**src/rtl/subdiv_sequencer.sv**
```systemverilog
// Pass controller for the subdivision engine: mirrors object RAM into result RAM,
// runs the neighbor builder and averager, then copies the smoothed mesh back.
module subdiv_sequencer #(
    parameter int ADDR_WIDTH = 9,
    parameter int ITER_WIDTH = 4
) (
    input  logic                  clk,
    input  logic                  rst,
    input  logic                  start,
    input  logic [ITER_WIDTH-1:0] iterations,
    input  logic [31:0]           vertex_count,
    input  logic                  nbr_busy,
    input  logic                  avg_busy,
    output logic                  nbr_start,
    output logic                  avg_start,
    output logic                  ram_owner,
    output logic                  RAM_OBJ_EN,
    output logic                  RAM_RES_EN,
    output logic [ADDR_WIDTH-1:0] RAM_OBJ_A,
    output logic [ADDR_WIDTH-1:0] RAM_RES_A,
    output logic [3:0]            RAM_OBJ_WE,
    output logic [3:0]            RAM_RES_WE,
    output logic [31:0]           RAM_OBJ_Di,
    output logic [31:0]           RAM_RES_Di,
    input  logic [31:0]           RAM_OBJ_Do,
    input  logic [31:0]           RAM_RES_Do,
    output logic [ITER_WIDTH-1:0] iter_done,
    output logic                  busy,
    output logic                  done
);

    typedef enum logic [2:0] {
        S_IDLE,
        S_COPY_IN,
        S_NBR_PULSE,
        S_NBR_WAIT,
        S_AVG_PULSE,
        S_AVG_WAIT,
        S_COPY_OUT,
        S_DONE
    } state_t;

    state_t                r_state;
    state_t                w_state_nxt;
    logic [33:0]           r_cnt;
    logic [33:0]           w_cnt_nxt;
    logic [33:0]           r_words;
    logic [33:0]           w_words_nxt;
    logic [33:0]           w_words_in;
    logic [ITER_WIDTH-1:0] r_iters;
    logic [ITER_WIDTH-1:0] w_iters_nxt;
    logic [ITER_WIDTH-1:0] r_iter_done;
    logic [ITER_WIDTH-1:0] w_iter_done_nxt;
    logic [ITER_WIDTH-1:0] w_iter_inc;
    logic                  r_seen;
    logic                  w_seen_nxt;
    logic                  r_busy;
    logic                  w_busy_nxt;
    logic                  r_done;
    logic                  w_done_nxt;
    logic                  w_copy_last;
    logic                  w_rd_act;
    logic                  w_wr_act;
    logic [ADDR_WIDTH-1:0] w_rd_addr;
    logic [ADDR_WIDTH-1:0] w_wr_addr;

    // Three words per vertex; copy counter k reads word k+1 and writes word k.
    assign w_words_in  = {1'b0, vertex_count, 1'b0} + {2'b00, vertex_count};
    assign w_copy_last = (r_cnt == r_words);
    assign w_rd_act    = (r_cnt < r_words);
    assign w_wr_act    = (r_cnt != 34'd0);
    assign w_rd_addr   = r_cnt[ADDR_WIDTH-1:0] + {{(ADDR_WIDTH-1){1'b0}}, 1'b1};
    assign w_wr_addr   = r_cnt[ADDR_WIDTH-1:0];
    assign w_iter_inc  = r_iter_done + {{(ITER_WIDTH-1){1'b0}}, 1'b1};

    always_comb begin
        w_state_nxt     = r_state;
        w_cnt_nxt       = r_cnt;
        w_seen_nxt      = r_seen;
        w_busy_nxt      = r_busy;
        w_done_nxt      = 1'b0;
        w_iter_done_nxt = r_iter_done;
        w_iters_nxt     = r_iters;
        w_words_nxt     = r_words;
        case (r_state)
            S_IDLE: begin
                if (start) begin
                    w_iters_nxt     = iterations;
                    w_words_nxt     = w_words_in;
                    w_busy_nxt      = 1'b1;
                    w_iter_done_nxt = '0;
                    w_cnt_nxt       = '0;
                    if ((iterations == '0) || (vertex_count == 32'd0)) begin
                        w_state_nxt = S_DONE;
                    end else begin
                        w_state_nxt = S_COPY_IN;
                    end
                end
            end
            S_COPY_IN: begin
                if (w_copy_last) begin
                    w_cnt_nxt   = '0;
                    w_state_nxt = S_NBR_PULSE;
                end else begin
                    w_cnt_nxt = r_cnt + 34'd1;
                end
            end
            S_NBR_PULSE: begin
                // A builder that is already busy when pulsed counts as having started.
                w_seen_nxt  = nbr_busy;
                w_state_nxt = S_NBR_WAIT;
            end
            S_NBR_WAIT: begin
                if (nbr_busy) begin
                    w_seen_nxt = 1'b1;
                end else if (r_seen) begin
                    w_state_nxt = S_AVG_PULSE;
                end
            end
            S_AVG_PULSE: begin
                w_seen_nxt  = avg_busy;
                w_state_nxt = S_AVG_WAIT;
            end
            S_AVG_WAIT: begin
                if (avg_busy) begin
                    w_seen_nxt = 1'b1;
                end else if (r_seen) begin
                    w_state_nxt = S_COPY_OUT;
                end
            end
            S_COPY_OUT: begin
                if (w_copy_last) begin
                    w_cnt_nxt       = '0;
                    w_iter_done_nxt = w_iter_inc;
                    w_state_nxt     = (w_iter_inc == r_iters) ? S_DONE : S_COPY_IN;
                end else begin
                    w_cnt_nxt = r_cnt + 34'd1;
                end
            end
            S_DONE: begin
                w_done_nxt  = 1'b1;
                w_busy_nxt  = 1'b0;
                w_state_nxt = S_IDLE;
            end
            default: begin
                w_state_nxt = S_IDLE;
            end
        endcase
    end

    always_comb begin
        nbr_start  = 1'b0;
        avg_start  = 1'b0;
        ram_owner  = 1'b0;
        RAM_OBJ_EN = 1'b0;
        RAM_RES_EN = 1'b0;
        RAM_OBJ_A  = '0;
        RAM_RES_A  = '0;
        RAM_OBJ_WE = 4'h0;
        RAM_RES_WE = 4'h0;
        RAM_OBJ_Di = 32'd0;
        RAM_RES_Di = 32'd0;
        case (r_state)
            S_COPY_IN: begin
                ram_owner  = 1'b1;
                RAM_OBJ_EN = w_rd_act;
                RAM_OBJ_A  = w_rd_act ? w_rd_addr : '0;
                RAM_RES_EN = w_wr_act;
                RAM_RES_A  = w_wr_act ? w_wr_addr : '0;
                RAM_RES_WE = w_wr_act ? 4'hF : 4'h0;
                RAM_RES_Di = w_wr_act ? RAM_OBJ_Do : 32'd0;
            end
            S_COPY_OUT: begin
                ram_owner  = 1'b1;
                RAM_RES_EN = w_rd_act;
                RAM_RES_A  = w_rd_act ? w_rd_addr : '0;
                RAM_OBJ_EN = w_wr_act;
                RAM_OBJ_A  = w_wr_act ? w_wr_addr : '0;
                RAM_OBJ_WE = w_wr_act ? 4'hF : 4'h0;
                RAM_OBJ_Di = w_wr_act ? RAM_RES_Do : 32'd0;
            end
            S_NBR_PULSE: nbr_start = 1'b1;
            S_AVG_PULSE: avg_start = 1'b1;
            default: ;
        endcase
    end

    always_ff @(posedge clk) begin
        if (rst) begin
            r_state     <= S_IDLE;
            r_cnt       <= '0;
            r_seen      <= 1'b0;
            r_busy      <= 1'b0;
            r_done      <= 1'b0;
            r_iter_done <= '0;
        end else begin
            r_state     <= w_state_nxt;
            r_cnt       <= w_cnt_nxt;
            r_seen      <= w_seen_nxt;
            r_busy      <= w_busy_nxt;
            r_done      <= w_done_nxt;
            r_iter_done <= w_iter_done_nxt;
        end
    end

    // Run parameters only change on an accepted start, so they need no reset.
    always_ff @(posedge clk) begin
        r_words <= w_words_nxt;
        r_iters <= w_iters_nxt;
    end

    assign iter_done = r_iter_done;
    assign busy      = r_busy;
    assign done      = r_done;

endmodule
```
**config.mk**
```make
export PLATFORM = sky130hd
export DESIGN_NAME = subdiv_sequencer
export DESIGN_NICKNAME = d
export VERILOG_FILES = /design/src/rtl/subdiv_sequencer.sv
export SDC_FILE = /design/constraint.sdc
export NUM_CORES = 1
export LEC_CHECK = 0
export BUFFER_PORTS_ARGS = -buffer_cell sky130_fd_sc_hd__buf_2
export CORE_MARGIN = 5
export CORE_UTILIZATION = 50
export CTS_CLUSTER_DIAMETER = 80
export DETAILED_ROUTE_END_ITERATION = 10
export PLACE_DENSITY_LB_ADDON = 0.12
export RECOVER_POWER = 100
export SLEW_MARGIN = 10
export SYNTH_ARGS = -nofsm -noshare
export SYNTH_HDL_FRONTEND = slang
export SYNTH_SLANG_ARGS = --single-unit
```
**constraint.sdc**
```tcl
create_clock -name clk -period 8.9 [get_ports clk]
set_input_delay 1.78 -clock clk [delete_from_list [all_inputs] [get_ports clk]]
set_output_delay 1.78 -clock clk [all_outputs]
set_load 0.02 [all_outputs]
```
==> results.ini, run 1 <==
[synth]
synth_area_per_cell_um2=7.98
async_flop_share_pct=0
synth_edf_count=38
syn-num-nets=1087
synth.distinct_cells=56
ys_ff_latch=82
ys.flop_type=dfxtp_1
synth_area_um2=7140
synth.yosys.seq_area_share_pct=28.3
synthCells=895
yosys_warnings=0

[power_and_ir_drop]
p_per_area_nw_per_um2=172
leakage_nw=4.00
ir_worst_vdd_uv=85.7

[global_route]
grtUsageTotal_pct=21.9
antenna_found_initial=0
gr-total-overflow=0
grt_pass1_vias=6063
grt_max_degree=47
grt_pass1_wl_um=29800

[setup_path]
crit_path_end_kind=primary output
crit_fanout=29
crit_arrival_ns=4.15
start_kind=flop
r2r_cells=9
worstPathRequired_ns=7.12
crit_type=flop to primary output

[place]
port_buffers=205
place_ws_ns=3.89
gp_routability_congestion=0.878
placed_area_um2=8230
hpwl_um=15200

[outcome]
outcome=finished, violations left
violations=capacitance limit, slew limit

[clocking]
cts_sinks=82
clk_pin_slew_ns=0.06
cts_tree=yes
worstSkewPairLatency_ns=0.34
cts.repair.resized=0
cts_root_buf=clkbuf_16
holdBufCountCts=0
cts_made_buffers=9
cts.path.max_buffers=2
post_cts_buffers=0
htree_levels=3

[final_layout]
final_util_pct=60.5
fillers=1368
insertedDiodeCount=0
stdcell_area_um2=8430
num-nets-final=1262
syn_to_final_growth_pct=18.1
drive_above_1_share_pct=13.0

[timing]
period_share_pct=66.6
fin_skew_ns=0.00680
rsz0062_at_grt=no
final-setup-viol-count=0
fmax_mhz=169
worst_slew_pin_slew_ns=1.90
relSlewSlack_pct=-26.8
min_period_ns=5.93
slew_violations=121
fin_ws_ns=2.97
finalSetupTns_ns=0
hold_viol=0

[floorplanning]
die_x_um=130
die_h_um=130
std_cell_rows=43
ios=206
fp.coreArea_um2=13900
die-area_um2=16800
start_util_pct=51.3

[detailed_routing]
drc=0
drt_iter0_markers=507
first_pass_iters=5
drtAntennaViolNets=0
viasPerCell=5.42
vias=6796
wl_per_cell_um=15.3
drt_wl_total_um=19100

[min_path]
whs_path_depth=2
hold_class=flop to flop

[run]
drv_cap=3

[sequential cells by signal (all words and copies together) (netlist names)]
| signal | flops |
|---|---|
| r_state | 3 |
| r_words | 34 |
| r_iters | 4 |
| busy | 1 |
| iter_done | 4 |
| r_seen | 1 |
| r_cnt | 34 |
| done | 1 |
[cells in the mapped netlist (all sizes together), types with 3 or more instances]
cell     count  area share [%]
nand2b       9            0.79
ha          86              15
and3        12             1.1
xnor2       22             2.7
edfxtp      38              16
or4          5            0.53
nand3       23             1.6
dfxtp       44              12
and2        70             6.1
o22ai        3            0.26
inv         85             4.5
nand4       31             2.7
nor2        77             4.0
xor2        23             2.8
nor2b        4            0.35
o211ai       3            0.32
clkbuf      35             1.8
or3         13             1.1
a21oi       71             5.0
and4         4            0.49
nor3        19             1.3
o21a         6            0.63
buf         10            0.89
o21bai       5            0.53
nand2       54             2.8
a311oi       5            0.61
o21ai       42             2.9
nor4        13             1.1
a2111oi      5            0.61
a211oi       9            0.95
a31oi        4            0.35
a21o        38             4.0
[critical path: stages (launching register included)]
cell and delay, ns:
dfxtp_1 0.51, inv_1 0.12, ha_1 0.26, nor4b_1 0.15
nand4_1 0.11, nor4_1 0.06, and4_1 0.28, nor2_1 0.86
clkbuf_1 0.72, nand3_1 0.15, a211oi_1 0.24, a21o_1 0.11
clkbuf_1 0.24
[layout make-up]
| class | count | area, µm² | share of cell area [%] |
|---|---|---|---|
| clock buffers | 14 | 269 | 3.19 |
| clock inverters | 2 | 60.1 | 0.712 |
| multi-input cells | 683 | 4600 | 54.5 |
| repair buffers | 209 | 938 | 11.1 |
| well taps | 180 | 225 | 2.67 |
| inverters | 85 | 319 | 3.78 |
| flip-flops and latches | 82 | 2020 | 24.0 |
[through the flow]
stage          std cells  hold WS, ns  power, mW
6_report            1255        0.498       1.45
5_1_grt             1255        0.529       1.55
4_1_cts             1255        0.496       1.46
3_5_place_dp        1239        0.487       1.06
3_3_place_gp        1239        0.472       1.05
2_1_floorplan        895        0.471      0.903
[cells by family after synthesis]
group	Yosys count	synth area share, %
DFF	82	28.3
buffers and inverters	130	7.20
xor gates and xnor gates	45	5.52
and+or+nand+nor	342	25.0
AOI/OAI and AO/OA	209	18.6
adders and majority gates	87	15.3
[routing by layer]
| metal | up-vias | part of all wire, % | GRT usage, % |
|---|---|---|---|
| met4 | 0 | 1.6 | 5.44 |
| met3 | 18 | 7.2 | 3.46 |
| met5 | - | 0 | 0 |
| met2 | 230 | 48 | 38.9 |
| li1 | 3494 | - | - |
| met1 | 3054 | 43 | 27.7 |
[report_power, final]
group	switching [mW]	internal, mW
combinational	0.349	0.181
sequential	0.0361	0.476
clock	0.141	0.266
total	0.526	0.922
[worst paths after layout]
path	startpoint	to	slack, ns
worst max-delay path	r_cnt[0]	RAM_OBJ_A[6]	2.97
worst min-delay path	iter_done[3]	iter_done[3]	0.50
worst max register to register	r_cnt[7]	r_state[1]	5.12
worst min register to register	iter_done[3]	iter_done[3]	0.50
[layout by cell type, fill, tap and decap left out, types with 31 or more instances in the layout]
| master | instances |
|---|---|
| a21o_1 | 38 |
| a21oi_1 | 71 |
| and2_1 | 46 |
| buf_2 | 120 |
| clkbuf_1 | 89 |
| dfxtp_1 | 44 |
| edfxtp_1 | 38 |
| ha_1 | 86 |
| inv_1 | 85 |
| nand2_1 | 54 |
| nand4_1 | 31 |
| nor2_1 | 76 |
| o21ai_0 | 42 |
No activity file was read; power rests on OpenSTA's default activity.
==> inputs of run 2 (changes only) <==
==> constraint.sdc (replaced) <==
create_clock -name clk -period 5.6 [get_ports clk]
set_input_delay 1.12 -clock clk [delete_from_list [all_inputs] [get_ports clk]]
set_output_delay 1.12 -clock clk [all_outputs]
set_load 0.02 [all_outputs]
==> run 2 against run 1 <==
The run still ends with capacitance limit, slew limit left. Critical path type unchanged. Flip-flop and latch count is the same. Worst hold slack got worse by 0.012 ns. Global-route usage decreased by 0.24 points. Die area unchanged. Sequential power up 59%. Core utilization shrank 0.11 points. Cell area decreased by 0.18%. Largest cell class unchanged. Cell count unchanged.
==> results.ini, run 2 (synthesis gave the netlist of run 1 again) <==
[detailed_routing]
wl_met1_um=8580  ; was 8310 µm
met2_length_um=9180  ; was 9170 µm
drtAntennaViolNets=0  ; unchanged
drt_iter0_markers=393  ; was 507
drc=0  ; unchanged
first_pass_iters=5  ; unchanged
drt_wl_total_um=19100  ; about the same
vias=6767  ; was 6796
dr_wl_met3_um=1200  ; was 1370 µm
wl_per_cell_um=15.2  ; was 15.3 µm
viasPerCell=5.39  ; was 5.42
top_layer=met4  ; unchanged

[power_and_ir_drop]
ir_worst_vdd_uv=146  ; was 85.7 µV
p_per_area_nw_per_um2=271  ; was 172 nW/µm²
finalPower_mw=2.28  ; was 1.45 mW
leakage_nw=3.97  ; was 4.00 nW

[outcome]
outcome=finished, violations left  ; unchanged
violations=capacitance limit, slew limit  ; unchanged

[floorplanning]
start_util_pct=51.3  ; unchanged
die_x_um=130  ; unchanged
die-area_um2=16800  ; unchanged
ios=206  ; unchanged
die_h_um=130  ; unchanged
std_cell_rows=43  ; unchanged
fp.coreArea_um2=13900  ; unchanged

[timing]
finalSetupTns_ns=0  ; unchanged
hold_ws_ns=0.485  ; was 0.498 ns
relSlewSlack_pct=-26.7  ; was -26.8%
final-setup-viol-count=0  ; unchanged
slew_violations=74  ; was 121
fin_skew_ns=0.0128  ; was 0.00680 ns
rsz0062_at_grt=no  ; unchanged
min_period_ns=4.78
worst_slew_pin_slew_ns=1.90  ; about the same
hold_viol=0  ; unchanged
fmax_mhz=209
period_share_pct=85.4

[final_layout]
insertedDiodeCount=0  ; unchanged
num-nets-final=1262  ; unchanged
drive_above_1_share_pct=12.5  ; was 13.0%
final_common_cell=buf_2  ; unchanged
most-common-layout-cells=buf_2 (112), clkbuf_1 (94), ha_1 (86)  ; was buf_2 (120), clkbuf_1 (89), ha_1 (86)
instances_no_fill=1255  ; unchanged
syn_to_final_growth_pct=17.9  ; was 18.1%
biggestRegsByFlops=r_cnt (34), r_words (34)  ; unchanged

[clocking]
cts_root_buf=clkbuf_16  ; unchanged
cts_tree=yes  ; unchanged
cts.path.max_buffers=2  ; unchanged
clk_pin_slew_ns=0.07  ; was 0.06 ns
htree_levels=3  ; unchanged
holdBufCountCts=0  ; unchanged
cts_made_buffers=9  ; unchanged
post_cts_buffers=0  ; unchanged
cts.repair.resized=0  ; unchanged
cts_sinks=82  ; unchanged
worstSkewPairLatency_ns=0.34  ; about the same

[setup_path]
cp_cell_sequence=inv_1 > ha_1 > nor4b_1 > nand4_1 > nor4_1 > and4_1 > nor2_1 > buf_4 > and2_1 > clkbuf_1  ; was inv_1 > ha_1 > nor4b_1 > nand4_1 > nor4_1 > and4_1 > nor2_1 > clkbuf_1 > nand3_1 > a211oi_1 > a21o_1 > clkbuf_1
start_kind=flop  ; unchanged
crit_fanout=26  ; was 29
timing.rr.start=r_cnt[7]  ; unchanged
cp_num_cells=10  ; was 12
slowest_delay_ns=0.99  ; was 0.86 ns
r2r_setup_slack_ns=1.76  ; was 5.12 ns
crit_path_end_kind=primary output  ; unchanged
worstPathRequired_ns=4.48  ; was 7.12 ns
cp_slowest_cell=nor2_1  ; unchanged
crit_arrival_ns=3.66  ; was 4.15 ns
path_delay_family=simple AND/OR/NAND/NOR gates  ; unchanged
r2r_cells=9  ; unchanged
crit_type=flop to primary output  ; unchanged
startpoint=r_cnt[0]  ; unchanged
path_buf_inv=3  ; unchanged

[global_route]
antenna_found_initial=0  ; unchanged
grt_pass1_wl_um=29500  ; was 29800 µm
grt_max_degree=39  ; was 47
grt_pass1_vias=5978  ; was 6063
gr-total-overflow=0  ; unchanged
grtUsageTotal_pct=21.6  ; was 21.9%

[min_path]
whs_path_depth=2  ; unchanged
hp-start=iter_done[3]  ; unchanged
hold_class=flop to flop  ; unchanged

[place]
port_buffers=205  ; unchanged
hpwl_um=15200  ; about the same
dp_cells=1239  ; unchanged
gp_routability_congestion=0.868  ; was 0.878

[run]
drv_cap=2  ; was 3

run 2: changes by cell type in the layout (fill, tap and decap cells not counted), moves of 2 or more:
| cell | delta |
|---|---|
| and2_1 | +10 |
| buf_2 | -8 |
| and2_0 | -10 |
| clkbuf_1 | +5 |
| inv_4 | +2 |
| buf_4 | +2 |
| inv_6 | +2 |
| clkbuf_8 | -2 |
run 2: worst register-to-register path, stage by stage (launching register included):
cell and delay, ns:
dfxtp_1 0.61, ha_1 0.24, nand4_1 0.14, nor3_1 0.30
nand4_1 0.31, and2_0 0.72, a211oi_1 0.69, o311ai_0 0.34
o21ai_0 0.23, a21oi_1 0.08
run 2: worst paths after layout:
kind / to
hold reg to reg: iter_done[3]
hold / removal: iter_done[3]
setup / recovery: RAM_RES_Di[9]
setup reg to reg: r_state[1]
run 2: cell type report:
type	count	area, µm²
Sequential cell	82	2020
Inverter	85	319
Clock buffer	10	250
Timing Repair Buffer	209	936
Fill cell	1379	5520
Clock inverter	6	68.8
Multi-Input combinational cell	683	4600
Tap cell	180	225
run 2: power by group:
part | switching, mW | internal, mW | total (mW)
clock | 0.248 | 0.377 | 0.625
combinational | 0.553 | 0.287 | 0.840
sequential | 0.0574 | 0.756 | 0.813
run 2: per-stage QoR:
step,setup WS [ns],cell area [µm²],util [%]
finish,0.819,8420,60.4
CTS,0.927,8550,61.4
detailed placement,1.32,8230,59.1
floorplan,1.74,7140,-
global placement,1.31,8230,59.1
global route,0.532,8420,60.4
run 2: layer usage:
layer | track usage (%) | vias up
met5 | 0 | -
met4 | 3.91 | 0
met3 | 3.38 | 7
met2 | 39.0 | 202
met1 | 27.6 | 3053
li1 | - | 3505
==> inputs of run 3 (changes only) <==
--- a/config.mk
+++ b/config.mk
@@ -7,9 +7,10 @@
 export LEC_CHECK = 0
 export BUFFER_PORTS_ARGS = -buffer_cell sky130_fd_sc_hd__buf_2
 export CORE_MARGIN = 5
-export CORE_UTILIZATION = 50
+export CORE_UTILIZATION = 54
 export CTS_CLUSTER_DIAMETER = 80
 export DETAILED_ROUTE_END_ITERATION = 10
+export GPL_TIMING_DRIVEN = 0
 export PLACE_DENSITY_LB_ADDON = 0.12
 export RECOVER_POWER = 100
 export SLEW_MARGIN = 10
==> run 3 against run 2 <==
The flow now finishes without violations. Count of clock-buffer cells in the layout decreased by 1. Worst hold slack improved by 0.0026 ns. Core utilization increased by 5.2 points. Setup slack improved by 0.14 ns.
==> results.ini, run 3 (synthesis gave the netlist of run 1 again) <==
[clocking]
cts.path.max_buffers=2  ; unchanged
cts_root_buf=clkbuf_16  ; unchanged
cts_tree=yes  ; unchanged
post_cts_buffers=0  ; unchanged
worstSkewPairLatency_ns=0.35  ; was 0.34 ns
holdBufCountCts=0  ; unchanged
cts.repair.resized=0  ; unchanged
cts_made_buffers=9  ; unchanged
htree_levels=3  ; unchanged
clk_pin_slew_ns=0.06  ; was 0.07 ns
cts_sinks=82  ; unchanged

[global_route]
grt_pass1_wl_um=31200  ; was 29500 µm
grt_max_degree=39  ; unchanged
gr-total-overflow=0  ; unchanged
grt_pass1_vias=6318  ; was 5978
grtUsageTotal_pct=23.6  ; was 21.6%
antenna_found_initial=0  ; unchanged

[timing]
finalSetupTns_ns=0  ; unchanged
final-setup-viol-count=0  ; unchanged
relSlewSlack_pct=11.3  ; was -26.7%
hold_viol=0  ; unchanged
slew_violations=0  ; was 74
fin_skew_ns=0.00936  ; was 0.0128 ns
fmax_mhz=216  ; was 209 MHz
rsz0062_at_grt=no  ; unchanged
min_period_ns=4.64  ; was 4.78 ns
worst_slew_pin_slew_ns=1.33  ; was 1.90 ns
period_share_pct=82.8  ; was 85.4%

[floorplanning]
die_x_um=125  ; was 130 µm
start_util_pct=54.6  ; was 51.3%
die_h_um=125  ; was 130 µm
die-area_um2=15600  ; was 16800 µm²
ios=206  ; unchanged
fp.coreArea_um2=13100  ; was 13900 µm²
std_cell_rows=42  ; was 43

[setup_path]
crit_path_end_kind=primary output  ; unchanged
crit_top_cell=a21o_1
slowest_delay_ns=0.52  ; was 0.99 ns
path_buf_inv=2  ; was 3
crit_fanout=10  ; was 26
crit_type=flop to primary output  ; unchanged
start_kind=flop  ; unchanged
crit_arrival_ns=3.52  ; was 3.66 ns
worstPathRequired_ns=4.48  ; about the same
cp_slowest_cell=a2111oi_0  ; was nor2_1
cp_cell_sequence=ha_1 > a21o_1 > a21o_1 > a21oi_1 > o21ai_0 > a2111oi_0 > a21oi_1 > clkbuf_1 > a2111oi_0 > a21o_1 > clkbuf_1  ; was inv_1 > ha_1 > nor4b_1 > nand4_1 > nor4_1 > and4_1 > nor2_1 > buf_4 > and2_1 > clkbuf_1
path_delay_family=compound AO/OA/AOI/OAI gates  ; was simple AND/OR/NAND/NOR gates

[detailed_routing]
first_pass_iters=6  ; was 5
drt_iter0_markers=332  ; was 393
drtAntennaViolNets=0  ; unchanged
drc=0  ; unchanged
vias=6944  ; was 6767
drt_wl_total_um=18800  ; was 19100 µm
viasPerCell=5.38  ; was 5.39
wl_per_cell_um=14.6  ; was 15.2 µm

[final_layout]
num-nets-final=1302  ; was 1262
stdcell_area_um2=8590  ; was 8420 µm²
final_common_cell=buf_2  ; unchanged
insertedDiodeCount=0  ; unchanged
syn_to_final_growth_pct=20.3  ; was 17.9%
most-common-layout-cells=buf_2 (139), clkbuf_1 (104), ha_1 (86)  ; was buf_2 (112), clkbuf_1 (94), ha_1 (86)
biggestRegsByFlops=r_cnt (34), r_words (34)  ; unchanged
seqCellArea_um2=2020  ; unchanged
fillers=1221  ; was 1379
drive_above_1_share_pct=14.7  ; was 12.5%
multi_input_area_um2=4600  ; unchanged

[outcome]
outcome=finished clean  ; was finished, violations left

[min_path]
hold_class=flop to flop  ; unchanged

[power_and_ir_drop]
power.clock.fraction_pct=26.1  ; was 27.4%
leakage_nw=4.11  ; was 3.97 nW
switching_share_pct=38.0  ; was 37.7%
switchingPower_mw=0.865  ; was 0.858 mW
p_per_area_nw_per_um2=265  ; was 271 nW/µm²
ir_worst_vdd_uv=160  ; was 146 µV
internal_power_mw=1.41  ; was 1.42 mW
seq_power_share_pct=34.6  ; was 35.7%
combPwrFrac_pct=39.3  ; was 36.9%

[place]
hpwl_um=15300  ; was 15200 µm
port_buffers=204  ; was 205
gp_routability_congestion=0.889  ; was 0.868
placed_area_um2=8380  ; was 8230 µm²

[run]
drv_cap=0  ; was 2

run 3: cell count changes in the layout (fill, tap and decap cells not counted), moves of 2 or more:
cell / previous run / this run
and2_1: 56 / 35
and2_0: 14 / 35
buf_2: 112 / 139
buf_4: 3 / 1
clkbuf_4: 0 / 5
inv_6: 2 / 0
clkbuf_1: 94 / 104
run 3: cell type report:
cell class	instances	area share (%)
Multi-Input combinational cell	683	53.5
Sequential cell	82	23.5
Timing Repair Buffer	204	10.9
Inverter	85	3.72
Clock buffer	9	2.62
Tap cell	176	2.56
Buffer	45	2.27
Clock inverter	7	0.874
run 3: path summary, 6_finish.rpt:
check                from      endpoint  slack (ns)  cells after the start
max             r_cnt[23]  RAM_OBJ_A[2]        0.96                     11
min          iter_done[3]  iter_done[3]        0.49                      2
max reg2reg      r_cnt[0]    r_state[1]        2.41                     11
min reg2reg  iter_done[3]  iter_done[3]        0.49                      2
run 3: tightest hold or removal path: stages, from the launching register on:
cell and delay (ns):
dfxtp_1 0.33, nand2_1 0.06, a21oi_1 0.05
run 3: power by group through the flow:
stage / clock (mW) / sequential [mW] / combinational [mW]
after detailed placement: 0 / 0.797 / 0.899
after CTS: 0.599 / 0.785 / 0.905
after floorplan: 0 / 0.793 / 0.641
after global placement: 0 / 0.797 / 0.887
after global routing: 0.633 / 0.796 / 1.01
final: 0.593 / 0.787 / 0.894
run 3: per-layer routing:
layer / GRT usage (%) / up-vias / wire length, µm
li1: - / 3581 / -
met1: 30.0 / 3116 / 8080
met2: 41.8 / 217 / 9180
met3: 3.88 / 30 / 1190
met4: 6.31 / 0 / 336
met5: 0 / - / 0
run 3: per-stage QoR:
step           hold WS [ns]  util (%)  total power [mW]  worst slack, ns  cells
2_1_floorplan         0.471         -              1.43             1.74    895
4_1_cts               0.495      66.4              2.29             1.02   1291
3_3_place_gp          0.480      64.1              1.68             1.42   1275
6_report              0.488      65.6              2.27            0.961   1291
3_5_place_dp          0.485      64.1              1.70             1.39   1275
5_1_grt               0.535      65.6              2.44            0.822   1291
